$ cat src/rtl/lsu.sv
// Load/store unit between the execute stage and the unified RAM data port.
// One request is handled at a time. Byte and halfword stores become a word
// read-modify-write. Loads are sign- or zero-extended from their byte lane.
// The PC is stalled while an access is in flight. Misaligned or undefined
// accesses are rejected without touching the RAM.
//
// Request handshake: req_load / req_store are levels. The requester holds them
// until it sees a one-cycle done or err pulse. They are sampled only in IDLE.
module lsu #(
   parameter int ADDR_W = 6
) (
   input  logic              clk,
   input  logic              nRst,
   input  logic              req_load,
   input  logic              req_store,
   input  logic [2:0]        funct3,
   input  logic [31:0]       addr,
   input  logic [31:0]       store_data,
   input  logic [31:0]       mem_rdata,
   output logic              mem_read_enable,
   output logic              mem_write_enable,
   output logic [ADDR_W-1:0] mem_addr,
   output logic [31:0]       mem_wdata,
   output logic [31:0]       load_data,
   output logic              stall,
   output logic              done,
   output logic              err
);

   typedef enum logic [2:0] {
      S_IDLE, S_RD, S_RDW, S_WR, S_DONE, S_ERR
   } state_t;

   state_t            state_q;
   logic [ADDR_W-1:0] addr_q;
   logic [2:0]        funct3_q;
   logic              is_store_q;
   logic [15:0]       store_data_q;  // only the sub-word lanes are needed later
   logic [31:0]       wdata_q;       // SW data or merged RMW word
   logic [31:0]       load_data_q;

   logic              illegal;
   logic [7:0]        byte_sel;
   logic [15:0]       half_sel;
   logic [31:0]       ext_load;
   logic [31:0]       merged;
   logic              unused_addr;

   // Upper address bits lie outside the RAM and are deliberately ignored.
   assign unused_addr = ^addr[31:ADDR_W];

   // Classify the presented request as legal or rejected.
   always_comb begin
      illegal = 1'b0;
      if (req_load && req_store) illegal = 1'b1;
      case (funct3)
         3'b011, 3'b110, 3'b111: illegal = 1'b1;
         3'b100, 3'b101:         if (req_store) illegal = 1'b1;
         default:                ;
      endcase
      if ((funct3 == 3'b001 || funct3 == 3'b101) && addr[0]) illegal = 1'b1;
      if (funct3 == 3'b010 && addr[1:0] != 2'b00)            illegal = 1'b1;
   end

   // Lane selection for loads and lane merge for sub-word stores.
   always_comb begin
      byte_sel = mem_rdata[{addr_q[1:0], 3'b000} +: 8];
      half_sel = addr_q[1] ? mem_rdata[31:16] : mem_rdata[15:0];
      case (funct3_q)
         3'b000:  ext_load = {{24{byte_sel[7]}}, byte_sel};
         3'b100:  ext_load = {24'b0, byte_sel};
         3'b001:  ext_load = {{16{half_sel[15]}}, half_sel};
         3'b101:  ext_load = {16'b0, half_sel};
         default: ext_load = mem_rdata;
      endcase
      merged = mem_rdata;
      if (funct3_q[1:0] == 2'b00) begin
         merged[{addr_q[1:0], 3'b000} +: 8] = store_data_q[7:0];
      end else if (addr_q[1]) begin
         merged[31:16] = store_data_q;
      end else begin
         merged[15:0] = store_data_q;
      end
   end

   // Access sequencer: latches the request in IDLE and walks RD/RDW/WR.
   always_ff @(posedge clk or negedge nRst) begin
      if (!nRst) begin
         state_q      <= S_IDLE;
         addr_q       <= '0;
         funct3_q     <= 3'b000;
         is_store_q   <= 1'b0;
         store_data_q <= 16'h0;
         wdata_q      <= 32'h0;
         load_data_q  <= 32'h0;
      end else begin
         case (state_q)
            S_IDLE: begin
               if (req_load || req_store) begin
                  addr_q       <= addr[ADDR_W-1:0];
                  funct3_q     <= funct3;
                  is_store_q   <= req_store;
                  store_data_q <= store_data[15:0];
                  if (illegal) begin
                     state_q <= S_ERR;
                  end else if (req_store && funct3 == 3'b010) begin
                     wdata_q <= store_data;
                     state_q <= S_WR;
                  end else begin
                     state_q <= S_RD;
                  end
               end
            end
            S_RD:  state_q <= S_RDW;
            S_RDW: begin
               if (is_store_q) begin
                  wdata_q <= merged;
                  state_q <= S_WR;
               end else begin
                  load_data_q <= ext_load;
                  state_q     <= S_DONE;
               end
            end
            S_WR:    state_q <= S_DONE;
            S_DONE:  state_q <= S_IDLE;
            S_ERR:   state_q <= S_IDLE;
            default: state_q <= S_IDLE;
         endcase
      end
   end

   assign mem_read_enable  = (state_q == S_RD);
   assign mem_write_enable = (state_q == S_WR);
   assign done             = (state_q == S_DONE);
   assign err              = (state_q == S_ERR);
   assign mem_addr         = {addr_q[ADDR_W-1:2], 2'b00};
   assign mem_wdata        = wdata_q;
   assign load_data        = load_data_q;
   // Reset forces stall low even while a request is still presented.
   assign stall = nRst & (((state_q == S_IDLE) && (req_load || req_store)) ||
                          (state_q == S_RD) || (state_q == S_RDW) ||
                          (state_q == S_WR));

endmodule

$ cat config.mk
export PLATFORM = sky130hd
export DESIGN_NAME = lsu
export DESIGN_NICKNAME = d
export VERILOG_FILES = /design/src/rtl/lsu.sv
export SDC_FILE = /design/constraint.sdc
export NUM_CORES = 1
export LEC_CHECK = 0
export BUFFER_PORTS_ARGS = -buffer_cell sky130_fd_sc_hd__buf_2
export CORE_UTILIZATION = 45
export DETAILED_ROUTE_END_ITERATION = 10
export MAX_ROUTING_LAYER = met4
export PLACE_DENSITY = 0.81
export SLEW_MARGIN = 0
export SYNTH_ARGS = -nofsm -noshare
export SYNTH_HDL_FRONTEND = slang
export SYNTH_SLANG_ARGS = --single-unit
$ cat constraint.sdc
create_clock -name clk -period 4.35 [get_ports clk]
set_input_delay 0.87 -clock clk [delete_from_list [all_inputs] [get_ports clk]]
set_output_delay 0.87 -clock clk [all_outputs]
set_load 0.1 [all_outputs]
Word-level counts from Yosys, hierarchy flattened
Index checks and enable logic that the tools add are counted.

storage, ports and cells
  output and inout bits = 75
  ROM bits = 0
  memories kept = 0
  word-level logic and storage cells = 73
  bits in writable memories = 0
  latch bits = 0
  register bits after elaboration = 93

operators by class
  $lt $le $gt $ge = 0
  divide/modulo/power cells = 0
  eq/ne operators = 19
  add/sub/neg operators = 1
  reduce and logical (&&, ||, !) cells = 20
  shift-type cells = 3
  multiply operators = 0
  bitwise gates (word level) = 2
  muxes and demuxes = 21

operators by type and width
  operator                                                                count
  32-bit two-way mux                                                      5
  32-bit one-hot mux with 4 select lines                                  1
  32-bit one-hot mux with 2 select lines                                  1
  16-bit two-way mux                                                      3
  32-bit bitwise mux                                                      1
  8-bit by 7-bit variable shift with 32-bit output, first input constant  1
  32-bit by 6-bit indexed part select with 8-bit output                   1
  8-bit by 7-bit indexed part select with 32-bit output                   1
  3-bit equality test, second input constant                              8
  3-bit by 2-bit equality test with 1-bit output, second input constant   4
  3-bit one-hot mux with 4 select lines                                   1
  3-bit by 1-bit equality test with 1-bit output, second input constant   3
  3-bit two-way mux                                                       3
  2-bit != test, second input constant                                    4
  5-bit negator with 7-bit output                                         1
  3-bit zero test                                                         2
  1-bit logical AND                                                       5
  1-bit logical OR                                                        5
  5-bit AND reduction                                                     1
  1-bit two-way mux                                                       4
  2-bit AND reduction                                                     2
  2-bit nonzero test                                                      2
  3-bit OR reduction                                                      1
  2-bit zero test                                                         1
  5 further kinds                                                         5

Longest topological paths before layout
  depth in word-level cells = 9
  mapped depth = 9
  mapped depth without buffers = 6

Worst setup path before layout
OpenSTA, ideal clock, no wires.

  path type = input -> output
  from = in req_load
  to = out stall
  arrival = 3.119 ns
  cell stages on the path = 2
  slack = 0.361 ns
  required time = 3.480 ns
  cells stage by stage = nor4_1 nor3b_1

on the way
  cells in the longest elaborated chain, start to end = 6

RTL lines
  what                           RTL line  source
  start: declaration             14        input logic req_load,
  1-bit logical OR               140       assign stall = nRst & (((state_q == S_IDLE) && (req_load || req_store)) ||
  1-bit logical AND              140
  1-bit logical OR               140
  1-bit logical OR (2 in a row)  141       (state_q == S_RD) || (state_q == S_RDW) ||
  1-bit bitwise AND              140
  end: declaration               25        output logic stall,

No other way between the ends.

Worst setup path in the final report
  from = reg addr_q[0]
  to = reg wdata_q[24], in the netlist mem_wdata[24]

on the way
  cells in the longest elaborated chain, start to end = 6
  elaborated cells between the ends (all ways) = 7
  classes of those cells = add/sub (1); shift (2); mux (4)

RTL lines
  what                                                                                                                              RTL line  source
  start: declaration                                                                                                                35        logic [ADDR_W-1:0] addr_q;
  start signal: assignment                                                                                                          100       addr_q <= addr[ADDR_W-1:0];
  5-bit negator with 7-bit output (*)                                                                                               78        merged[{addr_q[1:0], 3'b000} +: 8] = store_data_q[7:0];
  8-bit by 7-bit indexed part select with 32-bit output / 8-bit by 7-bit variable shift with 32-bit output (equally long branches)  78
  32-bit bitwise mux (*)                                                                                                            78
  32-bit two-way mux (*)                                                                                                            77        if (funct3_q[1:0] == 2'b00) begin
  32-bit two-way mux (*)                                                                                                            116       if (is_store_q) begin
  32-bit one-hot mux with 2 select lines (*)                                                                                        97        case (state_q)
  end signal: assignment                                                                                                            107       wdata_q <= store_data;
  end signal: assignment                                                                                                            117       wdata_q <= merged;
  end: declaration                                                                                                                  39        logic [31:0] wdata_q;

Mark *: on every way between the ends. The rest lies on a longest branch, timed or not. The select of a mux whose other input is x is not followed.
A chain may end at the register's enable or synchronous reset.

==> impl_metrics.tcl <==
set metrics [dict create \
    startpoint "addr_q[0]" \
    grt_util_all_layers_pct 28.1 \
    synth-seq-cells 93 \
    finalSetupViolCount 0 \
    r2r_start "addr_q[0]" \
    cts_inserted_buffers 9 \
    cp-endpoint "mem_wdata[24]" \
    hold_viol_final 0 \
    fp.dieH_um 113 \
    crit_required_ns 4.65 \
    rsz0062_at_grt "no" \
    grt_pass1_wl_um 26700 \
    dr.first_iter.drc_count 485 \
    gp_congestion 0.882 \
    overflow 0 \
    synth_cell_types 48 \
    crit_path_end_kind "flop" \
    viasPerCell 5.95 \
    synthCells 552 \
    status "finished, final reports clean" \
    fill_cells 1078 \
    fin_worst_skew_ns 0.00699 \
    layout_commonest_cell "buf_2" \
    drive_gt1_share_pct 40.6 \
    synth_top_area_cell "dfrtp_1" \
    clkSlewWorstSetupHoldPaths_ns 0.07 \
    layout_common_cells "buf_2 (148), dfrtp_1 (92), o21ai_0 (85)" \
    setup.worst_path.start_class "flop" \
    instances_no_fill 843 \
    ctsResizeCount 0 \
    worst_pin_slew_ns 1.28 \
    place_ws_ns 1.38 \
    arrival_ns 3.40 \
    hold_class "reg2reg" \
    relSlewSlack_pct 13.2 \
    slew_violations 0 \
    crit_type "reg2reg" \
    final_antenna_net_count 0 \
    drc 0 \
    clockRootBuffer "clkbuf_16" \
    finalCritPeriodShare_pct 71.3 \
    cts_setup_buffers 0 \
    r2r-end "mem_wdata[24]" \
    hpwlAfterDp_um 12600 \
    die_area_mm2 0.0128 \
    synthFlopType "dfrtp_1" \
    wirelength_um 17400 \
    num_rows 40 \
    period_minus_slack_ns 3.10 \
    netlist.area_leader.share_pct 41.7 \
    synth_edf_count 0 \
    ff2ff_setup_slack_ns 1.25 \
    cap_viol_max_count 0 \
    numPlacedInstances 827 \
    fin_nets 778 \
    hold_path_startpoint "load_data[9]" \
    initial_core_util_pct 46.2 \
    ioPinCount 178 \
    antenna_found_initial 0 \
    synthTopCellsByArea "dfrtp_1 (42%), mux2_2 (12%), mux2_4 (8.1%)" \
    first_global_vias 4929 \
    wl_per_cell_um 20.7 \
    seq_area_frac_synth_pct 41.7 \
    yosysWarnings 0 \
    fin_ws_ns 1.25 \
    async_reset_ff_share_pct 100 \
    syn_avg_cell_area_um2 10.1 \
    firstDrtPassIters 5 \
    via_count 5018 \
    h-tree-depth 3 \
    setup_tns_ns 0 \
    cts.sinks 93 \
    clock_latency_ns 0.36 \
    die_w_um 113 \
    max_freq_ghz 0.323 \
    area_delta_synth_final_pct 18.7 \
    cts_buffer_depth 2 \
    cp_max_fo 17 \
    grt_max_degree 53 \
    diodes 0 \
    placeableCoreArea_mm2 0.0121 \
    r2r_cells 6 \
    cts.hold.buffers_added 0 \
    syn-cell-area_mm2 0.00558 \
    port_buffers 149 \
    cts_tree "yes" \
]
## registers in the layout (all words and copies together), names as in the netlist
name and count:
load_data 32, mem_wdata 32, store_data_q 16, addr_q 6, funct3_q 3, state_q 3, is_store_q 1
## cell type report
type,instances,area [um^2],area share (%)
inverter,9,33.8,0.510
tap,168,210,3.17
sequential,93,2330,35.2
multi-input combinational,399,2960,44.7
timing repair buffer,158,816,12.3
clock inverter,7,50.0,0.756
clock buffer,9,225,3.40
## how the worst min path moves through the flow
| stage | endpoint | cells past startpoint | slack, ns |
|---|---|---|---|
| 2_1_floorplan | addr_q[2] | 1 | 0.48 |
| 3_3_place_gp | load_data[13] | 2 | 0.46 |
| 3_5_place_dp | load_data[9] | 2 | 0.47 |
| 4_1_cts | load_data[9] | 2 | 0.48 |
| 5_1_grt | load_data[9] | 2 | 0.50 |
| 6_report | load_data[9] | 2 | 0.48 |
## per-stage QoR
step                      utilization (%)  hold slack, ns  cell area (um^2)
after global routing                 54.9           0.501              6620
after detailed placement             52.6           0.469              6350
after floorplan                         -           0.482              5580
after CTS                            54.9           0.484              6620
after global placement               52.6           0.464              6350
final                                54.9           0.483              6620
## metal layers
metal	up-vias	track usage [%]	share of wire (%)
met5	-	-	0
met4	0	12.2	2.8
met3	40	6.27	8.3
met2	273	42.0	46
met1	2433	36.8	43
li1	2272	-	-
## logic make-up (layout without fill, tap and decap cells)
logic type	Yosys count	count (layout)	synth area share [%]
other	1	2	0.0672
AO/OA/AOI/OAI	181	181	20.1
multiplexers	96	96	21.4
AND/OR/NAND/NOR	115	115	10.3
buffers and inverters	61	183	5.32
adder cells (fa/ha/maj)	5	5	1.12
flip-flops	93	93	41.7
## synth_stat cells, types with 3 or more instances
cell type  instances
dfrtp_1           93
o21ai_0           85
mux2_2            57
nand2_1           52
a21oi_1           36
a221oi_1          34
mux2_4            30
clkbuf_1          25
nor2_1            25
buf_2              9
inv_1              9
mux2i_1            8
o22ai_1            8
buf_1              7
buf_4              7
nor2b_1            7
ha_1               5
buf_6              4
nand3_1            4
nor3b_1            4
o221ai_1           4
nand2b_1           3
nor4bb_1           3
## critical path, cell delays in order, from the launching register on
cell      delay [ns]
dfrtp_1         0.70
inv_1           0.22
ha_1            0.40
nor4bb_1        1.08
a221oi_1        0.20
o21ai_0         0.27
mux2_4          0.18
Power is not shown: default switching activity piles up to over one toggle a cycle in this logic, so the estimate is an artifact.
